===== config.mk =====
export PLATFORM = sky130hd
export DESIGN_NAME = rv_test_monitor
export DESIGN_NICKNAME = d
export VERILOG_FILES = /design/src/rtl/rv_test_monitor.sv
export SDC_FILE = /design/constraint.sdc
export NUM_CORES = 1
export LEC_CHECK = 0
export BUFFER_PORTS_ARGS = -buffer_cell sky130_fd_sc_hd__buf_2
export CAP_MARGIN = 25
export CELL_PAD_IN_SITES_DETAIL_PLACEMENT = 0
export CELL_PAD_IN_SITES_GLOBAL_PLACEMENT = 1
export CORE_AREA = 3 3 121 123
export DETAILED_ROUTE_END_ITERATION = 16
export DIE_AREA = 0 0 124 126
export GPL_TIMING_DRIVEN = 0
export PLACE_DENSITY = 0.88
export SLEW_MARGIN = 20
export SYNTH_ARGS = -nofsm -noshare
export SYNTH_HDL_FRONTEND = slang
export SYNTH_SLANG_ARGS = --single-unit

===== constraint.sdc =====
create_clock -name clk -period 4.2 [get_ports clk]
set_input_delay 0.42 -clock clk [delete_from_list [all_inputs] [get_ports clk]]
set_output_delay 0.42 -clock clk [all_outputs]
set_load 0.02 [all_outputs]

===== src/rtl/rv_test_monitor.sv =====
// End-of-test monitor for riscv-tests runs: detects completion by retired-PC
// match or tohost store, decodes the result and guards the run with a watchdog.
module rv_test_monitor #(
  parameter int              XLEN        = 32,
  parameter int              MODE        = 0,
  parameter logic [XLEN-1:0] PASS_PC     = 32'h44,
  parameter logic [XLEN-1:0] TOHOST_ADDR = 32'h1000,
  parameter int              HOLD        = 2,
  parameter int              TIMEOUT     = 6000,
  parameter int              CNT_W       = 32
) (
  input  logic             clk,
  input  logic             rst,
  input  logic             start,
  input  logic             ret_valid,
  input  logic [XLEN-1:0]  ret_pc,
  input  logic [XLEN-1:0]  gp,
  input  logic             st_valid,
  input  logic [XLEN-1:0]  st_addr,
  input  logic [XLEN-1:0]  st_data,
  output logic             busy,
  output logic             done,
  output logic             passed,
  output logic             failed,
  output logic             timeout,
  output logic [XLEN-2:0]  fail_num,
  output logic [CNT_W-1:0] cycles
);

  typedef enum logic [1:0] {IDLE, RUN, CHECK, FINISHED} state_t;

  localparam bit               WD_EN  = (TIMEOUT != 0);
  localparam logic [CNT_W-1:0] EXPIRE = CNT_W'(TIMEOUT - 1);
  localparam logic [3:0]       HOLD_N = 4'(HOLD);

  state_t            state_reg, state_next;
  logic [3:0]        hold_reg, hold_next;
  logic [XLEN-1:0]   v_reg, v_next;
  logic [CNT_W-1:0]  cycles_reg, cycles_next;
  logic              done_reg, done_next;
  logic              passed_reg, passed_next;
  logic              failed_reg, failed_next;
  logic              timeout_reg, timeout_next;
  logic [XLEN-2:0]   fail_num_reg, fail_num_next;

  // Qualifying end-of-test event, its captured value and the hold-count update.
  logic              qual;
  logic [XLEN-1:0]   qual_val;
  logic [3:0]        hold_upd;

  generate
    if (MODE == 0) begin : g_pc_match
      logic       hit_pc;
      logic [3:0] hold_inc;
      always_comb begin
        hit_pc   = ret_valid && (ret_pc == PASS_PC);
        hold_inc = hold_reg + 4'd1;
        qual     = hit_pc && (hold_inc == HOLD_N);
        qual_val = gp;
        if (!ret_valid) begin
          hold_upd = hold_reg;
        end else if (hit_pc) begin
          hold_upd = hold_inc;
        end else begin
          hold_upd = 4'd0;
        end
      end
    end else begin : g_tohost
      always_comb begin
        qual     = st_valid && (st_addr == TOHOST_ADDR) && (st_data != '0);
        qual_val = st_data;
        hold_upd = hold_reg;
      end
    end
  endgenerate

  logic expire;
  assign expire = WD_EN && (cycles_reg == EXPIRE);

  always_comb begin
    state_next    = state_reg;
    hold_next     = hold_reg;
    v_next        = v_reg;
    cycles_next   = cycles_reg;
    done_next     = done_reg;
    passed_next   = passed_reg;
    failed_next   = failed_reg;
    timeout_next  = timeout_reg;
    fail_num_next = fail_num_reg;
    case (state_reg)
      IDLE, FINISHED: begin
        if (start) begin
          state_next    = RUN;
          hold_next     = 4'd0;
          cycles_next   = '0;
          done_next     = 1'b0;
          passed_next   = 1'b0;
          failed_next   = 1'b0;
          timeout_next  = 1'b0;
          fail_num_next = '0;
        end
      end
      RUN: begin
        hold_next = hold_upd;
        if (cycles_reg != '1) begin
          cycles_next = cycles_reg + 1'b1;
        end
        // A real completion beats a watchdog expiry in the same cycle.
        if (qual) begin
          v_next     = qual_val;
          state_next = CHECK;
        end else if (expire) begin
          cycles_next   = cycles_reg;
          timeout_next  = 1'b1;
          failed_next   = 1'b1;
          done_next     = 1'b1;
          fail_num_next = '0;
          state_next    = FINISHED;
        end
      end
      CHECK: begin
        done_next = 1'b1;
        if (v_reg == XLEN'(1)) begin
          passed_next = 1'b1;
        end else begin
          failed_next   = 1'b1;
          fail_num_next = v_reg[XLEN-1:1];
        end
        state_next = FINISHED;
      end
      default: state_next = IDLE;
    endcase
  end

  always_ff @(posedge clk or posedge rst) begin
    if (rst) begin
      state_reg    <= IDLE;
      hold_reg     <= 4'd0;
      v_reg        <= '0;
      cycles_reg   <= '0;
      done_reg     <= 1'b0;
      passed_reg   <= 1'b0;
      failed_reg   <= 1'b0;
      timeout_reg  <= 1'b0;
      fail_num_reg <= '0;
    end else begin
      state_reg    <= state_next;
      hold_reg     <= hold_next;
      v_reg        <= v_next;
      cycles_reg   <= cycles_next;
      done_reg     <= done_next;
      passed_reg   <= passed_next;
      failed_reg   <= failed_next;
      timeout_reg  <= timeout_next;
      fail_num_reg <= fail_num_next;
    end
  end

  assign busy     = (state_reg == RUN) || (state_reg == CHECK);
  assign done     = done_reg;
  assign passed   = passed_reg;
  assign failed   = failed_reg;
  assign timeout  = timeout_reg;
  assign fail_num = fail_num_reg;
  assign cycles   = cycles_reg;

endmodule

Word-level counts from Yosys, hierarchy flattened
Index checks and enable logic that the tools add are counted.
- bits in registers: 105
- input bits: 133
- output and inout bits: 68
- logic and storage cells: 69
- $add $sub $neg: 2
- equal/unequal tests: 16
- multiplexer cells: 27
- reduce and logical (&&, ||, !) cells: 15
- operators by type and width (kind ; count):
    32-bit 2-to-1 mux ; 4
    31-bit 2-to-1 mux ; 4
    31-bit one-hot mux with 3 select lines ; 1
    32-bit one-hot mux with 2 select lines ; 1
    32-bit by 1-bit adder with 32-bit output (second input constant) ; 1
    32-bit by 1-bit == test with 1-bit output (second input constant) ; 1
    32-bit by 13-bit == test with 1-bit output (second input constant) ; 1
    32-bit by 7-bit == test with 1-bit output (second input constant) ; 1
    32-bit inequality test (second input constant) ; 1
    4-bit 2-to-1 mux ; 3
    2-bit inequality test (second input constant) ; 6
    3-bit AND reduction ; 4
    4-bit one-hot mux with 2 select lines ; 1
    4-bit AND reduction ; 2
    2-bit 2-to-1 mux ; 3
    3-bit inequality test (second input constant) ; 2
    1-bit one-hot mux with 3 select lines ; 2
    2-bit one-hot mux with 3 select lines ; 1
    1-bit 2-to-1 mux ; 5
    4-bit by 1-bit adder with 4-bit output (second input constant) ; 1
    2-bit == test (second input constant) ; 2
    4-bit by 2-bit == test with 1-bit output (second input constant) ; 1
    1-bit one-hot mux with 2 select lines ; 2
    2-bit AND reduction ; 2
    6 further kinds ; 8

Longest topological paths before layout
Gate-level depths: netlist of the first run.
- word-level depth: 5
- mapped depth: 10
- depth with buffers taken out: 8

Least setup slack after synthesis of the first run
Ideal clock, no wire load.
- path kind: register to register
- start point: register cycles_reg[0] (netlist: cycles[0])
- end point: register cycles_reg[4] (netlist: cycles[4])
- library setup time: 0.121 ns
- arrival time: 2.103 ns
- required time: 4.079 ns
- setup slack: 1.976 ns
- cell stages (with the launch flop): 8
- buffers on the path: 0
- period minus slack after synthesis: 2.224 ns
- path through: dfrtp_1 -> ha_1 -> and4b_1 -> nand4_1 -> or2_2 -> a211oi_1 -> nor2_2 -> a32o_2
- longest elaborated chain between the ends: 5
- elaborated cells between the ends (all ways): 9
- those cells by class: add/sub (1); eq/ne (3); mux (4); reduce/logical (1)
- RTL lines (what ; line ; RTL):
    start: declaration ; 39 ; logic [CNT_W-1:0] cycles_reg, cycles_next;
    start signal: assignment ; 150 ; cycles_reg <= cycles_next;
    32-bit by 1-bit adder with 32-bit output or 32-bit inequality test (tied branches) ; 106, 105 ;
    32-bit 2-to-1 mux ; 105 ; if (cycles_reg != '1) begin
    32-bit 2-to-1 mux ; 112 ; end else if (expire) begin
    32-bit 2-to-1 mux ; 109 ; if (qual) begin
    32-bit one-hot mux with 2 select lines ; 90 ; case (state_reg)
Several ways; a longest one is shown, not always the timed one. The select of a mux whose other input is x is not followed.
A chain may end at the register's enable or synchronous reset.

Worst setup path after layout of the first run
- start point: register v_reg[25]
- end point: register fail_num_reg[25] (netlist: fail_num[25])
- longest elaborated chain between the ends: 3
- RTL lines (what ; line ; RTL):
    start: declaration ; 38 ; logic [XLEN-1:0] v_reg, v_next;
    start signal: assignment ; 149 ; v_reg <= v_next;
    32-bit by 1-bit == test with 1-bit output ; 123 ; if (v_reg == XLEN'(1)) begin
    2-bit inequality test (no line) ; -- ;
    4-bit AND reduction (no line) ; -- ;
    end signal: assignment ; 155 ; fail_num_reg <= fail_num_next;
    end: declaration ; 44 ; logic [XLEN-2:0] fail_num_reg, fail_num_next;
No other way between the ends.

==> flow_metrics.env, run 1 <==
export IMPL_grt_pass1_vias=4317
export IMPL_reg2reg_slack_ns=1.47
export IMPL_critical_path_arrival_ns=3.01
export IMPL_clkTransAtPathRegs_ns=0.07
export IMPL_cts_tree="built"
export IMPL_diodes=0
export IMPL_cp_required_ns=4.48
export IMPL_die_h_um=126
export IMPL_crit_type="flop to flop"
export IMPL_final_nets=734
export IMPL_synth_warnings=0
export IMPL_reg2reg_from="v_reg[25]"
export IMPL_post_dp_hpwl_um=10200
export IMPL_tightest_slew_ns=0.813
export IMPL_gr_total_overflow=0
export IMPL_drc=0
export IMPL_area_growth_pct=24.9
export IMPL_hold_viol_final=0
export IMPL_dr_pass1_iters=4
export IMPL_max_stage_delay_ns=0.60
export IMPL_stdcell_area_sq_um=6280
export IMPL_grtUsageTotal=0.178
export IMPL_ant_nets=0
export IMPL_fin_crit_ns=2.73
export IMPL_cts_root_buf="clkbuf_16"
export IMPL_total_power_w=0.00288
export IMPL_fin_setup_tns_ns=0
export IMPL_status="finished clean"
export IMPL_critical_path_slowest_cell="nor4b_1"
export IMPL_core_area_sq_um=13800
export IMPL_via_count=4361
export IMPL_grt_first_pass_wirelength_um=22000
export IMPL_viasPerCell=5.58
export IMPL_fillers=1318
export IMPL_grt_max_degree=73
export IMPL_ys_seq_area_frac=0.522
export IMPL_slew_headroom=0.455
export IMPL_num_rows=43
export IMPL_finalMaxSlewViolations=0
export IMPL_drt_wl_total_um=13700
export IMPL_clockBufferDepth=2
export IMPL_synth_async_reset_ratio=1.00
export IMPL_yosysTopAreaCellShare=0.522
export IMPL_regToRegEndpoint="fail_num[25]"
export IMPL_placed_cell_area_sq_um=5960
export IMPL_synth_cell_area_sq_um=5030
export IMPL_period_share=0.650
export IMPL_rsz0062_at_grt="false"
export IMPL_fin_util=0.456
export IMPL_postSynthAreaPerCell_sq_um=11.2
export IMPL_final_cell_mix="buf_2, dfrtp_1, o21ai_0"
export IMPL_antenna_found_initial=0
export IMPL_max_clock_freq_ghz=0.366
export IMPL_clk_latency_ns=0.35
export IMPL_wl_per_cell_um=17.6
export IMPL_initialDrtViolationCount=295
export IMPL_worst_r2r_cell_count=7
export IMPL_die_area_sq_um=15600
export IMPL_p_leak_nw=3.12
export IMPL_finClkSkew_ns=0.00580
export IMPL_start_util=0.365
export IMPL_synth_edf_count=0
export IMPL_numPortBuffers=135
export IMPL_power_density_nw_per_um2=459
export IMPL_synthFlopType="dfrtp_1"
export IMPL_drv_cap=0
export IMPL_cts_num_sinks=105
export IMPL_start_kind="flop"
export IMPL_synth_cells=449
export IMPL_synth_area_top_cells="dfrtp_1, mux2_2, a22o_1"
export IMPL_synth_top_area_cell="dfrtp_1"
export IMPL_ys_ff_latch=105
export IMPL_io_pins=201
export IMPL_timing_final_setup_violations=0
export IMPL_ctsResizeCount=0
export IMPL_final_common_cell="buf_2"
export IMPL_crit_path_max_fanout=10
export IMPL_postCtsSetupBuffers=0
export IMPL_cp_end_kind="flop"
export IMPL_drive_gt1_frac=0.359
export IMPL_hp_class="input port to async pin"
export IMPL_path_cells="nor4b_1 -> nand4_1 -> nor3_1 -> a311oi_2 -> nand2_1 -> clkbuf_1 -> a22o_1"
export IMPL_htree_levels=3
export IMPL_timing_hold_ws_ns=0.0469
export IMPL_ir_drop_mv=0.212
export IMPL_synth_cell_types=59
export IMPL_gp_congestion=0.861
export IMPL_dieWidth_um=124
export IMPL_synth_fp_nets=587
export IMPL_numCtsBuffers=9
export IMPL_hold_buffers=0
-- metrics by stage --
| step | worst slack (ns) | std cells |
|---|---|---|
| finish | 1.47 | 781 |
| global route | 1.25 | 781 |
| CTS | 1.43 | 781 |
| detailed placement | 1.47 | 765 |
| global placement | -0.184 | 764 |
| floorplan | 1.02 | 449 |
-- report_power, final --
part | switching, W | leakage (nW) | internal, W
Sequential | 0.0000386 | 1.45 | 0.00105
Clock | 0.000405 | 0.159 | 0.000496
Combinational | 0.000614 | 1.50 | 0.000282
Total | 0.00106 | 3.12 | 0.00183
-- critical path, delay by kind of cell, from the launching register on --
kind	cells	cell delay, ns
and+or+nand+nor	4	1.47
buffers and inverters	1	0.41
DFF	1	0.40
AOI/OAI and AO/OA	2	0.39
-- routing by layer --
metal | up-vias | wire length (um) | global-route usage
met5 | - | 0 | 0
met2 | 154 | 6680 | 0.290
met3 | 12 | 1100 | 0.0503
li1 | 2021 | - | -
met1 | 2174 | 5750 | 0.236
met4 | 0 | 193 | 0.0406
-- how the worst max path moves through the flow --
| stage | end | start | slack [ns] |
|---|---|---|---|
| after floorplan | cycles[0] | rst | 1.02 |
| after global placement | cycles[20] | rst | -0.18 |
| after detailed placement | fail_num[25] | v_reg[25] | 1.47 |
| after CTS | fail_num[25] | v_reg[25] | 1.43 |
| after global routing | cycles[19] | state_reg[1] | 1.25 |
| final | fail_num[25] | v_reg[25] | 1.47 |
-- synthesized netlist by cell type, types with 2 or more instances --
master / number
buf_2: 2
nor3_1: 5
or3_1: 4
nor3_2: 2
buf_6: 5
and4_1: 2
and3_1: 4
or2_2: 3
o21a_1: 4
mux2_2: 31
nand3_2: 3
nand2_1: 31
nor3_4: 2
nor4b_1: 6
a31oi_1: 6
nand3_1: 13
a22o_1: 32
dfrtp_1: 105
o31ai_1: 22
clkbuf_2: 2
nor4_1: 14
buf_4: 5
a21oi_1: 18
ha_1: 5
and2_1: 7
inv_1: 9
o21ai_1: 2
o41ai_1: 4
nand4_1: 11
nand2b_1: 2
o31a_1: 2
o21ai_0: 36
clkbuf_1: 9
nor2_1: 14
a21o_1: 3
-- cell type report --
cell class	instances	area (sq um)	share of cell area
Buffer	23	148	0.0235
Sequential cell	105	2630	0.418
Tap cell	180	225	0.0358
Timing Repair Buffer	136	703	0.112
Clock buffer	10	239	0.0380
Clock inverter	6	81.3	0.0129
Multi-Input combinational cell	311	2220	0.353
Inverter	10	42.5	0.00677
-- cells by family after synthesis --
kind of cell / Yosys count / share of synthesized area
AND/OR/NAND/NOR: 131 / 0.156
buffers and inverters: 33 / 0.0368
AO/OA/AOI/OAI: 142 / 0.199
adder cells (fa/ha/maj): 5 / 0.0124
flip-flops: 105 / 0.522
multiplexers: 33 / 0.0736
No activity file was read; power rests on OpenSTA's default activity.
==> run 2: changes to the inputs <==
--- a/config.mk
+++ b/config.mk
@@ -5,15 +5,16 @@
 export SDC_FILE = /design/constraint.sdc
 export NUM_CORES = 1
 export LEC_CHECK = 0
+export ABC_AREA = 1
 export BUFFER_PORTS_ARGS = -buffer_cell sky130_fd_sc_hd__buf_2
 export CAP_MARGIN = 25
 export CELL_PAD_IN_SITES_DETAIL_PLACEMENT = 0
 export CELL_PAD_IN_SITES_GLOBAL_PLACEMENT = 1
-export CORE_AREA = 3 3 121 123
+export CORE_AREA = 3 3 146 148
 export DETAILED_ROUTE_END_ITERATION = 16
-export DIE_AREA = 0 0 124 126
+export DIE_AREA = 0 0 149 151
 export GPL_TIMING_DRIVEN = 0
-export PLACE_DENSITY = 0.88
+export PLACE_DENSITY = 0.83
 export SLEW_MARGIN = 20
 export SYNTH_ARGS = -nofsm -noshare
 export SYNTH_HDL_FRONTEND = slang
==> constraint.sdc (replaced) <==
create_clock -name clk -period 2.5 [get_ports clk]
set_input_delay 0.25 -clock clk [delete_from_list [all_inputs] [get_ports clk]]
set_output_delay 0.25 -clock clk [all_outputs]
set_load 0.02 [all_outputs]
==> flow_metrics.env, run 2 <==
export IMPL_drc=0
export IMPL_synth_cell_area_sq_um=6370
export IMPL_cp_required_ns=2.76
export IMPL_synth_cell_types=35
export IMPL_dieWidth_um=149
export IMPL_synthFlopType="dfrtp_1"
export IMPL_num_rows=52
export IMPL_grt_first_pass_wirelength_um=31100
export IMPL_drv_cap=0
export IMPL_wl_per_cell_um=13.9
export IMPL_fin_ws_ns=0.217
export IMPL_critical_path_arrival_ns=2.54
export IMPL_die_area_sq_um=22500
export IMPL_fin_crit_ns=2.28
export IMPL_io_pins=201
export IMPL_numPortBuffers=135
export IMPL_post_dp_hpwl_um=15300
export IMPL_area_growth_pct=22.8
export IMPL_yosysTopAreaCellShare=0.412
export IMPL_synth_common_cells="nand2_1, nor2_1, inv_1, dfrtp_1, nand4_1"
export IMPL_htree_levels=3
export IMPL_start_kind="flop"
export IMPL_gp_congestion=0.949
export IMPL_critPathMostFrequentCell="nand2_1"
export IMPL_postSynthAreaPerCell_sq_um=6.69
export IMPL_gr_total_overflow=0
export IMPL_cts_num_sinks=105
export IMPL_clockBufferDepth=2
export IMPL_ys_seq_area_frac=0.412
export IMPL_crit_type="flop to flop"
export IMPL_synth_async_reset_ratio=1.00
export IMPL_power_density_nw_per_um2=751
export IMPL_ir_drop_mv=0.304
export IMPL_finClkSkew_ns=0.0128
export IMPL_timing_final_setup_violations=0
export IMPL_post_place_ws_ns=0.180
export IMPL_slew_headroom=0.600
export IMPL_numCtsBuffers=9
export IMPL_period_share=0.913
export IMPL_p_leak_nw=4.23
export IMPL_clk_latency_ns=0.36
export IMPL_ant_nets=0
export IMPL_grt_pass1_vias=6022
export IMPL_dr_pass1_iters=5
export IMPL_core_area_sq_um=20200
export IMPL_critical_path_slowest_cell="dfrtp_1"
export IMPL_final_nets=1241
export IMPL_final_common_cell="nand2_1"
export IMPL_synth_top_area_cell="dfrtp_1"
export IMPL_grt_max_degree=31
export IMPL_antenna_found_initial=0
export IMPL_viasPerCell=4.69
export IMPL_hp_class="input port to flop"
export IMPL_drive_gt1_frac=0.175
export IMPL_final_cell_mix="nand2_1, nor2_1, buf_2"
export IMPL_rsz0062_at_grt="false"
export IMPL_drt_wl_total_um=19200
export IMPL_yosysMostFrequentCell="nand2_1"
export IMPL_die_h_um=151
export IMPL_hold_viol_final=0
export IMPL_path_cells="ha_2 -> nand2_4 -> nor2_8 -> nand3b_1 -> nor2_1 -> nand2_1 -> nand2_2 -> nand2_1 -> clkinv_2 -> nand3_4 -> buf_6 -> nand2_1 -> nand2_1"
export IMPL_via_count=6464
export IMPL_synth_area_top_cells="dfrtp_1, nand2_1, nor2_1"
export IMPL_grtUsageTotal=0.172
export IMPL_clkTransAtPathRegs_ns=0.09
export IMPL_crit_path_max_fanout=10
export IMPL_cts_root_buf="clkbuf_16"
export IMPL_start_util=0.316
export IMPL_synth_cells=952
export IMPL_status="finished clean"
export IMPL_fillers=2158
export IMPL_synth_edf_count=0
export IMPL_tightest_slew_ns=0.600
export IMPL_max_clock_freq_ghz=0.438
export IMPL_synth_warnings=0
export IMPL_cp_end_kind="flop"
export IMPL_reg2reg_slack_ns=0.22
export IMPL_cts_tree="built"
export IMPL_initialDrtViolationCount=405
export IMPL_finalMaxSlewViolations=0
export IMPL_ys_ff_latch=105
export IMPL_fin_setup_tns_ns=0
export IMPL_diodes=0
export IMPL_max_stage_delay_ns=0.49
export IMPL_synth_fp_nets=1090
export IMPL_total_power_w=0.00587
run 2: cell count changes in the layout (fill, tap and decap cells not counted), sizes merged, moves of 23 or more:
cell / before / now
a22o: 32 / 0
o31ai: 23 / 0
nand4: 12 / 77
nor2: 15 / 167
nand2: 31 / 340
inv: 14 / 112
mux2: 32 / 0
run 2: critical path: cells and delay by family, from the launching register on:
family | cells | cell delay, ns
flops | 1 | 0.49
buf+inv | 2 | 0.29
simple gates | 10 | 1.08
fa+ha+maj | 1 | 0.32
run 2: layout make-up:
type,instances,area [sq um],area share
flip-flops and latches,105,2630,0.336
plain buffers,39,215,0.0275
inverters,111,422,0.0539
repair buffers,140,788,0.101
clock buffers,9,225,0.0288
multi-input cells,697,3110,0.398
clock inverters,7,93.8,0.0120
well taps,270,338,0.0432
run 2: final timing paths:
kind | from | cells past startpoint | endpoint
max | cycles[0] | 13 | fail_num[24]
min | gp[17] | 3 | v_reg[17]
max reg2reg | cycles[0] | 13 | fail_num[24]
min reg2reg | fail_num[13] | 2 | fail_num[13]
max in group asynchronous | rst | 5 | v_reg[6]
min in group asynchronous | rst | 3 | fail_num[23]
run 2: timing repair:
action	4_1_cts	5_1_grt
endpoints found under the setup margin	0	30
hold buffers	1	0
buffers inserted	0	0
hold endpoints to repair	19	0
gates resized for setup	0	1
run 2: cell families after synthesis:
logic type,after synthesis,synth area share
XOR/XNOR,2,0.00275
buffers and inverters,150,0.0994
AO/OA/AOI/OAI,61,0.0497
flip-flops,105,0.412
AND/OR/NAND/NOR,629,0.426
adder cells (fa/ha/maj),5,0.00982
run 2: routing by layer:
metal | track usage | routed length [um] | vias to the layer above
li1 | - | - | 3309
met4 | 0.0362 | 186 | 0
met2 | 0.277 | 8820 | 151
met1 | 0.244 | 9200 | 2994
met5 | 0 | 0 | -
met3 | 0.0266 | 1000 | 10
run 2: where the power goes:
group / leakage, nW / internal [W] / switching, W
registers: 1.36 / 0.00185 / 0.0000959
logic: 2.72 / 0.000747 / 0.00168
clock network: 0.154 / 0.000731 / 0.000778
total: 4.23 / 0.00332 / 0.00255
run 2: stage by stage:
stage	cell area (sq um)	hold slack (ns)	util	std cells
global placement	7390	0.451	0.366	1357
finish	7820	0.128	0.388	1378
detailed placement	7490	0.319	0.371	1361
CTS	7820	0.118	0.388	1378
global route	7820	0.139	0.388	1378
floorplan	6370	0.395	-	952
